`src/rtl/imem_loader_pkg.sv`:
```
`default_nettype none
// ============================================================================
// Module   : TypesPkg
// Brief    : Shared types for the instruction-memory boot loader.
// Revision : 1.0
// ============================================================================
package TypesPkg;

    typedef enum logic [2:0] {
        ST_BOOT   = 3'd0,
        ST_LEN_LO = 3'd1,
        ST_LEN_HI = 3'd2,
        ST_DATA   = 3'd3,
        ST_CHK    = 3'd4,
        ST_DONE   = 3'd5,
        ST_ERROR  = 3'd6
    } loader_state_t;

    localparam int C_WORD_BYTES = 4;

endpackage
`default_nettype wire

```
`src/rtl/imem_loader_word_assembler.sv`:
```
`default_nettype none
// ============================================================================
// Module   : word_assembler
// Brief    : Packs bytes little-endian into 32-bit words, one-cycle word_done.
// Revision : 1.0
// ============================================================================
module word_assembler
    import TypesPkg::*;
(
    input  logic        clk,
    input  logic        reset,
    input  logic        clear,
    input  logic        byte_valid,
    input  logic [7:0]  byte_in,
    output logic        word_done,
    output logic [31:0] word_out
);

    logic [1:0]  cnt_q, cnt_d;
    logic [23:0] shift_q, shift_d;

    // The 4th byte bypasses the shift register so the word is complete
    // in the same cycle it is accepted.
    always_comb begin
        cnt_d     = cnt_q;
        shift_d   = shift_q;
        word_done = 1'b0;
        word_out  = {byte_in, shift_q};
        if (clear) begin
            cnt_d   = 2'd0;
            shift_d = 24'd0;
        end else if (byte_valid) begin
            cnt_d     = cnt_q + 2'd1;
            shift_d   = {byte_in, shift_q[23:8]};
            word_done = (cnt_q == 2'(C_WORD_BYTES - 1));
        end
    end

    always_ff @(posedge clk or negedge reset) begin
        if (!reset) begin
            cnt_q   <= 2'd0;
            shift_q <= 24'd0;
        end else begin
            cnt_q   <= cnt_d;
            shift_q <= shift_d;
        end
    end

endmodule
`default_nettype wire

```
`src/rtl/imem_loader.sv`:
```
`default_nettype none
// ============================================================================
// Module   : imem_loader
// Brief    : Framed byte-stream boot loader with XOR check; gates core_run.
// Revision : 1.0
// ============================================================================
module imem_loader
    import TypesPkg::*;
#(
    parameter int ADDR_W    = 8,
    parameter int MAX_WORDS = 2 ** ADDR_W
) (
    input  logic              clk,
    input  logic              reset,
    input  logic [7:0]        in_data,
    input  logic              in_valid,
    output logic              in_ready,
    input  logic              restart,
    output logic              imem_we,
    output logic [ADDR_W-1:0] imem_addr,
    output logic [31:0]       imem_wdata,
    output logic              core_run,
    output logic              load_err
);

    localparam logic [31:0]       C_MAX_WORDS = 32'(MAX_WORDS);
    localparam logic [ADDR_W-1:0] C_ONE       = {{(ADDR_W-1){1'b0}}, 1'b1};

    loader_state_t     state_q, state_d;
    logic [15:0]       len_q, len_d;
    logic [ADDR_W-1:0] word_cnt_q, word_cnt_d;
    logic [7:0]        xor_q, xor_d;
    logic              we_q, we_d;
    logic [ADDR_W-1:0] addr_q, addr_d;
    logic [31:0]       wdata_q, wdata_d;

    logic              accept;
    logic              asm_done;
    logic [31:0]       asm_word;
    logic [15:0]       len_full;
    logic              last_word;

    assign in_ready   = (state_q == ST_LEN_LO) || (state_q == ST_LEN_HI) ||
                        (state_q == ST_DATA)   || (state_q == ST_CHK);
    assign core_run   = (state_q == ST_DONE);
    assign load_err   = (state_q == ST_ERROR);
    assign imem_we    = we_q;
    assign imem_addr  = addr_q;
    assign imem_wdata = wdata_q;

    // A restart drops any byte offered in the same cycle.
    assign accept    = in_valid && in_ready && !restart;
    assign len_full  = {in_data, len_q[7:0]};
    assign last_word = ((32'(word_cnt_q) + 32'd1) == 32'(len_q));

    word_assembler u_asm (
        .clk        (clk),
        .reset      (reset),
        .clear      (restart),
        .byte_valid (accept && (state_q == ST_DATA)),
        .byte_in    (in_data),
        .word_done  (asm_done),
        .word_out   (asm_word)
    );

    always_comb begin
        state_d    = state_q;
        len_d      = len_q;
        word_cnt_d = word_cnt_q;
        xor_d      = xor_q;
        we_d       = asm_done;
        addr_d     = addr_q;
        wdata_d    = wdata_q;

        if (asm_done) begin
            addr_d  = word_cnt_q;
            wdata_d = asm_word;
        end

        if (restart) begin
            state_d    = ST_LEN_LO;
            len_d      = 16'd0;
            word_cnt_d = '0;
            xor_d      = 8'd0;
        end else begin
            case (state_q)
                ST_BOOT: state_d = ST_LEN_LO;
                ST_LEN_LO: begin
                    if (accept) begin
                        len_d[7:0] = in_data;
                        xor_d      = xor_q ^ in_data;
                        state_d    = ST_LEN_HI;
                    end
                end
                ST_LEN_HI: begin
                    if (accept) begin
                        len_d  = len_full;
                        xor_d  = xor_q ^ in_data;
                        if (32'(len_full) > C_MAX_WORDS) begin
                            state_d = ST_ERROR;
                        end else if (len_full == 16'd0) begin
                            state_d = ST_CHK;
                        end else begin
                            state_d = ST_DATA;
                        end
                    end
                end
                ST_DATA: begin
                    if (accept) begin
                        xor_d = xor_q ^ in_data;
                    end
                    if (asm_done) begin
                        word_cnt_d = word_cnt_q + C_ONE;
                        if (last_word) begin
                            state_d = ST_CHK;
                        end
                    end
                end
                ST_CHK: begin
                    if (accept) begin
                        state_d = (in_data == xor_q) ? ST_DONE : ST_ERROR;
                    end
                end
                ST_DONE:  state_d = ST_DONE;
                ST_ERROR: state_d = ST_ERROR;
                default:  state_d = ST_BOOT;
            endcase
        end
    end

    always_ff @(posedge clk or negedge reset) begin
        if (!reset) begin
            state_q    <= ST_BOOT;
            len_q      <= 16'd0;
            word_cnt_q <= '0;
            xor_q      <= 8'd0;
            we_q       <= 1'b0;
            addr_q     <= '0;
            wdata_q    <= 32'd0;
        end else begin
            state_q    <= state_d;
            len_q      <= len_d;
            word_cnt_q <= word_cnt_d;
            xor_q      <= xor_d;
            we_q       <= we_d;
            addr_q     <= addr_d;
            wdata_q    <= wdata_d;
        end
    end

endmodule
`default_nettype wire

```
`config.mk`:
```
export PLATFORM = sky130hd
export DESIGN_NAME = imem_loader
export DESIGN_NICKNAME = d
export VERILOG_FILES = /design/src/rtl/imem_loader_pkg.sv /design/src/rtl/imem_loader_word_assembler.sv /design/src/rtl/imem_loader.sv
export SDC_FILE = /design/constraint.sdc
export NUM_CORES = 1
export LEC_CHECK = 0
export ABC_AREA = 1
export CAP_MARGIN = 20
export CORE_ASPECT_RATIO = 0.5
export CORE_MARGIN = 2
export CORE_UTILIZATION = 55
export DETAILED_ROUTE_END_ITERATION = 10
export GPL_TIMING_DRIVEN = 0
export PLACE_DENSITY = 0.81
export SETUP_SLACK_MARGIN = 0.2
export SLEW_MARGIN = 20
export SYNTH_ARGS = -nofsm -noshare
export SYNTH_HDL_FRONTEND = slang
export SYNTH_SLANG_ARGS = --single-unit
export TNS_END_PERCENT = 50
```
`constraint.sdc`:
```
create_clock -name clk -period 3.95 [get_ports clk]
set_input_delay 0.395 -clock clk [delete_from_list [all_inputs] [get_ports clk]]
set_output_delay 0.395 -clock clk [all_outputs]
set_load 0.005 [all_outputs]
```
==> out/qor.csv, run 1 <==
metric,value,unit
outcome,completed,
critPathCaptureType,primary output,
reg2reg_slack,1.95,ns
met3_usage,0.0824,
yosysUniqueCellTypes,25,
skew,0.00540,ns
swShare,0.288,
async_flop_share,1.00,
route.detailed.drc,0,
grt_pass1_wl,16200,um
drive_gt1_frac,0.0754,
clk_pin_slew,0.07,ns
fp.dieW,131,um
syn_inst,498,
wl_per_cell,14.9,um
syn-num-nets,512,
hp-class,reg -> reg,
fin_nets,579,
leakage,0.00246,uW
ys_warn_count,0,
synth_fa_ha_area_frac,0.00566,
cp.arrival,1.74,ns
period_needed,2.14,ns
worstMarginPinSlew,0.583,ns
design_area,5460,sq um
switchingPower,726,uW
top_usage_layer,met2,
path_max_fanout,6,
gr-total-overflow,0,
die_height,67.4,um
grtUsageMet1,0.319,
grt_setup_unrepaired,false,
vias,3674,
routabilityCongestion,0.894,
startpoint_type,flop,
synth_top_family_by_area,simple AND/OR/NAND/NOR gates,
initial_core_util,0.559,
fillers,636,
synth_xor_xnor_area_share,0.0198,
wl,10200,um
tritoncts,built,
seqPwrFrac,0.463,
htree_levels,3,
gr-usage-met2,0.411,
first_iter_violations,319,
yosys_register_bits,102,
io_buffers,54,
avgSynthCellArea,8.88,sq um
period_share,0.541,
io_pins,56,
rr_worst_depth,12,
fin_cells,682,
antenna_found_initial,0,
cts_buffer_depth,2,
coreArea,7910,sq um
setup_viol,0,
synthMuxAreaShare,0.0102,
rows,23,
syn_area,4420,sq um
setup.worst_path.start,state_q[2]$_DFFE_PN0P_,
areaGrowthSynthToFinish,23.4,%
worst_slack,1.81,ns
grt_pass1_vias,3378,
ys_seq_area_frac,0.577,
fin_setup_tns,0,ns
worstSkewPairLatency,0.36,ns
diodes,0,
grt.total_usage,0.247,
r2r_start,state_q[2]$_DFFE_PN0P_,
drv_slew,0,
endpoint,in_ready,
p_int,1790,uW
synth-simple-area-share,0.172,
cts_num_sinks,102,
dp_slack,1.82,ns
rr_endpoint,state_q[0]$_DFFE_PN0P_,
cts_buffers,9,
dpl.hpwl,7150,um
peakVddDrop,0.239,mV
placed_cells,665,
final_hold_viol_count,0,
pwr-share-clk,0.369,
placed_area,5130,sq um
total_power,2520,uW
dr.pass1.iters,5,
max_freq,468,MHz
critical_path_class,reg -> out,
ys_dominant_reg_cell,dfrtp_1,
power_density,461,nW/um^2
synth_compound_area_frac,0.132,
slew_headroom,0.607,
worst_ep_required_time,3.56,ns
grt_max_degree,65,
ant_nets,0,
maxCapViolations,0,
cts-root-buf,clkbuf_16,
synth-edff-count,0,
viasPerCell,5.39,
pwr-share-comb,0.168,
dieArea,8820,sq um
repair_timing:
action,in CTS,in global routing
hold endpoints to repair,38,0
setup endpoints to repair,0,0
gates resized for setup,0,0
setup buffers,0,0
hold buffers,1,0
how the worst min path moves through the flow:
stage                                          from                        end  slack, ns  depth (start not counted)
after floorplan                               reset   imem_addr[0]$_DFFE_PN0P_        0.1                          0
after global placement     imem_addr[0]$_DFFE_PN0P_   imem_addr[0]$_DFFE_PN0P_       0.46                          2
after detailed placement                      reset   imem_addr[0]$_DFFE_PN0P_       0.33                          1
after CTS                  imem_addr[0]$_DFFE_PN0P_   imem_addr[0]$_DFFE_PN0P_       0.48                          2
after global routing      imem_wdata[8]$_DFFE_PN0P_  imem_wdata[8]$_DFFE_PN0P_       0.51                          2
final                      imem_addr[0]$_DFFE_PN0P_   imem_addr[0]$_DFFE_PN0P_       0.48                          2
power by group through the flow:
stage | Combinational, uW | Clock, uW | Sequential [uW]
floorplan | 289 | 0 | 1170
global placement | 402 | 0 | 1180
detailed placement | 416 | 0 | 1180
CTS | 422 | 940 | 1160
global route | 479 | 986 | 1170
finish | 423 | 928 | 1170
cell usage after synthesis (3+ instances only):
cell | n | area (sq um)
o21ai_1 | 44 | 220
nand4_1 | 6 | 37.5
buf_2 | 12 | 60.1
nand2_1 | 118 | 443
xor2_1 | 4 | 35.0
dfrtp_1 | 102 | 2550
mux2_2 | 4 | 45.0
inv_1 | 68 | 255
o21a_1 | 3 | 22.5
nor2_1 | 30 | 113
o21ai_0 | 18 | 90.1
o22ai_1 | 34 | 213
a21oi_1 | 8 | 40.0
xnor2_1 | 6 | 52.6
inv_2 | 4 | 15.0
nand3_1 | 25 | 125
sequential cells by signal, indices dropped and copies added, names as in the netlist:
signal and cells:
imem_wdata 32, u_asm.shift_q 24, len_q 16, imem_addr 8, word_cnt_q 8, xor_q 8
state_q 3, u_asm.cnt_q 2, imem_we 1
placed cells by master (no fill, tap or decap), types with 2 or more instances in the layout:
| master | count |
|---|---|
| inv_2 | 4 |
| nor2_1 | 30 |
| buf_2 | 12 |
| xnor2_1 | 6 |
| dfrtp_1 | 102 |
| ha_1 | 2 |
| buf_1 | 2 |
| o22ai_1 | 34 |
| o21ai_1 | 44 |
| o21a_1 | 3 |
| clkdlybuf4s50_1 | 53 |
| inv_1 | 68 |
| clkbuf_16 | 9 |
| nand2_1 | 118 |
| nand4_1 | 6 |
| a21oi_1 | 8 |
| xor2_1 | 4 |
| o21ai_0 | 18 |
| nand3_1 | 25 |
| inv_6 | 2 |
| clkbuf_1 | 2 |
| buf_6 | 2 |
| mux2_2 | 4 |
| clkinv_4 | 2 |
metal layers:
layer | wire, um | up-vias
li1 | - | 1764
met1 | 4580 | 1776
met2 | 4870 | 122
met3 | 622 | 12
met4 | 98 | 0
met5 | 0 | -
cells by family (layout without fill, tap and decap cells):
family / count (synthesis) / after routing
mux: 4 / 4
fa+ha+maj: 2 / 2
compound gates: 107 / 107
simple gates: 183 / 183
flops: 102 / 102
buf+inv: 90 / 162
xor+xnor: 10 / 10
metrics by stage:
step | hold slack (ns) | utilization
after floorplan | 0.0994 | -
after global placement | 0.463 | 0.645
after detailed placement | 0.327 | 0.648
after CTS | 0.483 | 0.689
after global routing | 0.510 | 0.689
final | 0.481 | 0.689
worst max-delay path, stage by stage (launching register included):
cell             delay (ns)
dfrtp_1                0.47
inv_2                  0.07
o21ai_1                0.16
nand2_1                0.19
clkdlybuf4s50_1        0.49
layout make-up:
| class | instances | area (sq um) | share of cell area |
|---|---|---|---|
| timing repair buffer | 56 | 579 | 0.106 |
| multi-input combinational | 306 | 1510 | 0.276 |
| clock buffer | 10 | 239 | 0.0438 |
| buffer | 18 | 93.8 | 0.0172 |
| tap | 112 | 140 | 0.0257 |
| clock inverter | 6 | 76.3 | 0.0140 |
| inverter | 72 | 270 | 0.0495 |
| sequential | 102 | 2550 | 0.468 |
Power figures use the tool's default switching activity.
==> inputs of run 2 (changes only) <==
- CORE_UTILIZATION: 55 -> 50
- PLACE_DENSITY: 0.81 -> 0.78
- clock period: 3.95 -> 1.9 ns (I/O delays scaled with it)
==> out/qor.csv, run 2 (synthesis gave the netlist of run 1 again) <==
metric,value,unit
outcome,completed,
pwr-share-comb,0.189,
design_area,5660,sq um
seqPwrFrac,0.472,
fp.dieW,137,um
period_needed,1.87,ns
wl,10500,um
worstSkewPairLatency,0.35,ns
placed_area,5140,sq um
final_core_util,0.655,
skew,0.00848,ns
grt_setup_unrepaired,true,
max_freq,536,MHz
crit_path_cell_trace,nand2_1 -> nor3_4 -> nand3_4 -> nor2_4 -> nand2_1 -> nor2_1 -> nand3_1 -> nand2_2 -> nand2_2 -> nand2_1 -> nand2_1,
fin_nets,594,
setup_viol,0,
final_hold_viol_count,0,
leakage,0.00255,uW
first_iter_violations,246,
critical_path_class,reg -> reg,
vias,3744,
multiInputGateArea,1580,sq um
slowest_delay,0.45,ns
cts_num_sinks,102,
routabilityCongestion,0.883,
dpl.hpwl,7120,um
r2r_start,state_q[1]$_DFFE_PN0P_,
pwr-share-clk,0.339,
final_cell_mix,"nand2_1, dfrtp_1, inv_1",
io_buffers,54,
grt_pass1_vias,3627,
clk_pin_slew,0.07,ns
grt_max_degree,74,
grt_pass1_wl,17200,um
dr.pass1.iters,4,
fin_setup_tns,0,ns
critPathTopFamily,simple AND/OR/NAND/NOR gates,
seq_area,2550,sq um
cts_buffers,9,
tritoncts,built,
p_int,3620,uW
crit_top_cell,nand2_1,
largest_register_ffs,32,
io_pins,56,
drive_gt1_frac,0.132,
power_density,912,nW/um^2
ant_nets,0,
swShare,0.300,
dp_slack,-0.0641,ns
peakVddDrop,0.495,mV
period_share,0.982,
dieArea,9660,sq um
fillers,697,
maxCapViolations,0,
worstMarginPinSlew,0.564,ns
grt.total_usage,0.234,
areaGrowthSynthToFinish,28.0,%
antenna_found_initial,0,
die_height,70.5,um
drv_slew,0,
slew_headroom,0.623,
cp.arrival,2.11,ns
crit_slowest_cell,dfrtp_1,
final_common_cell,nand2_1,
worst_ep_required_time,2.14,ns
critPathCaptureType,flop,
initial_core_util,0.511,
route.detailed.drc,0,
wl_per_cell,15.0,um
hp-class,in -> async,
rows,24,
switchingPower,1550,uW
cts_buffer_depth,2,
gr-total-overflow,0,
startpoint_type,flop,
coreArea,8650,sq um
htree_levels,3,
worst_slack,0.0335,ns
diodes,0,
setup.worst_path.start,state_q[1]$_DFFE_PN0P_,
path_buf_inv,0,
viasPerCell,5.33,
path_max_fanout,6,
cts-root-buf,clkbuf_16,
[run 2: stage by stage]
stage                     instances  power, uW  hold slack [ns]
final                           702       5160            0.281
after global placement          669       3290            0.463
after detailed placement        670       3330           0.0926
after global routing            702       5420            0.301
after CTS                       701       5110            0.283
after floorplan                 498       3040           -0.106
[run 2: final timing paths]
check	depth (start not counted)	slack, ns	end
worst max-delay path	11	0.03	state_q[0]$_DFFE_PN0P_
worst min-delay path	2	0.28	state_q[2]$_DFFE_PN0P_
worst max register to register	11	0.03	state_q[0]$_DFFE_PN0P_
worst min register to register	2	0.48	imem_addr[0]$_DFFE_PN0P_
max in group asynchronous	3	0.98	imem_wdata[22]$_DFFE_PN0P_
min in group clk	4	0.40	state_q[2]$_DFFE_PN0P_
[run 2: cell type report]
class                           instances  share of cell area
Tap cell                              117              0.0259
Buffer                                 18              0.0232
Clock buffer                           10              0.0422
Clock inverter                          6             0.00818
Multi-Input combinational cell        306               0.279
Inverter                               72              0.0477
Sequential cell                       102               0.451
Timing Repair Buffer                   71               0.123
[run 2: repair_timing]
item | CTS | global route
resized for setup | 17 | 31
setup endpoints to repair | 78 | 88
pin swaps | 10 | 8
hold buffers | 1 | 0
endpoints found under the hold margin | 29 | 0
buffers inserted | 14 | 1
[run 2: per-layer routing]
| layer | vias up | part of all wire | track usage |
|---|---|---|---|
| li1 | 1787 | - | - |
| met1 | 1816 | 0.45 | 0.309 |
| met2 | 110 | 0.47 | 0.362 |
| met3 | 31 | 0.053 | 0.0668 |
| met4 | 0 | 0.026 | 0.103 |
| met5 | - | 0 | 0 |
[run 2: power by group through the flow]
| stage | clock network [uW] | logic (uW) | registers (uW) |
|---|---|---|---|
| global placement | 0 | 840 | 2450 |
| global route | 1870 | 1090 | 2450 |
| CTS | 1780 | 909 | 2430 |
| finish | 1750 | 973 | 2440 |
| detailed placement | 0 | 862 | 2460 |
| floorplan | 0 | 600 | 2440 |
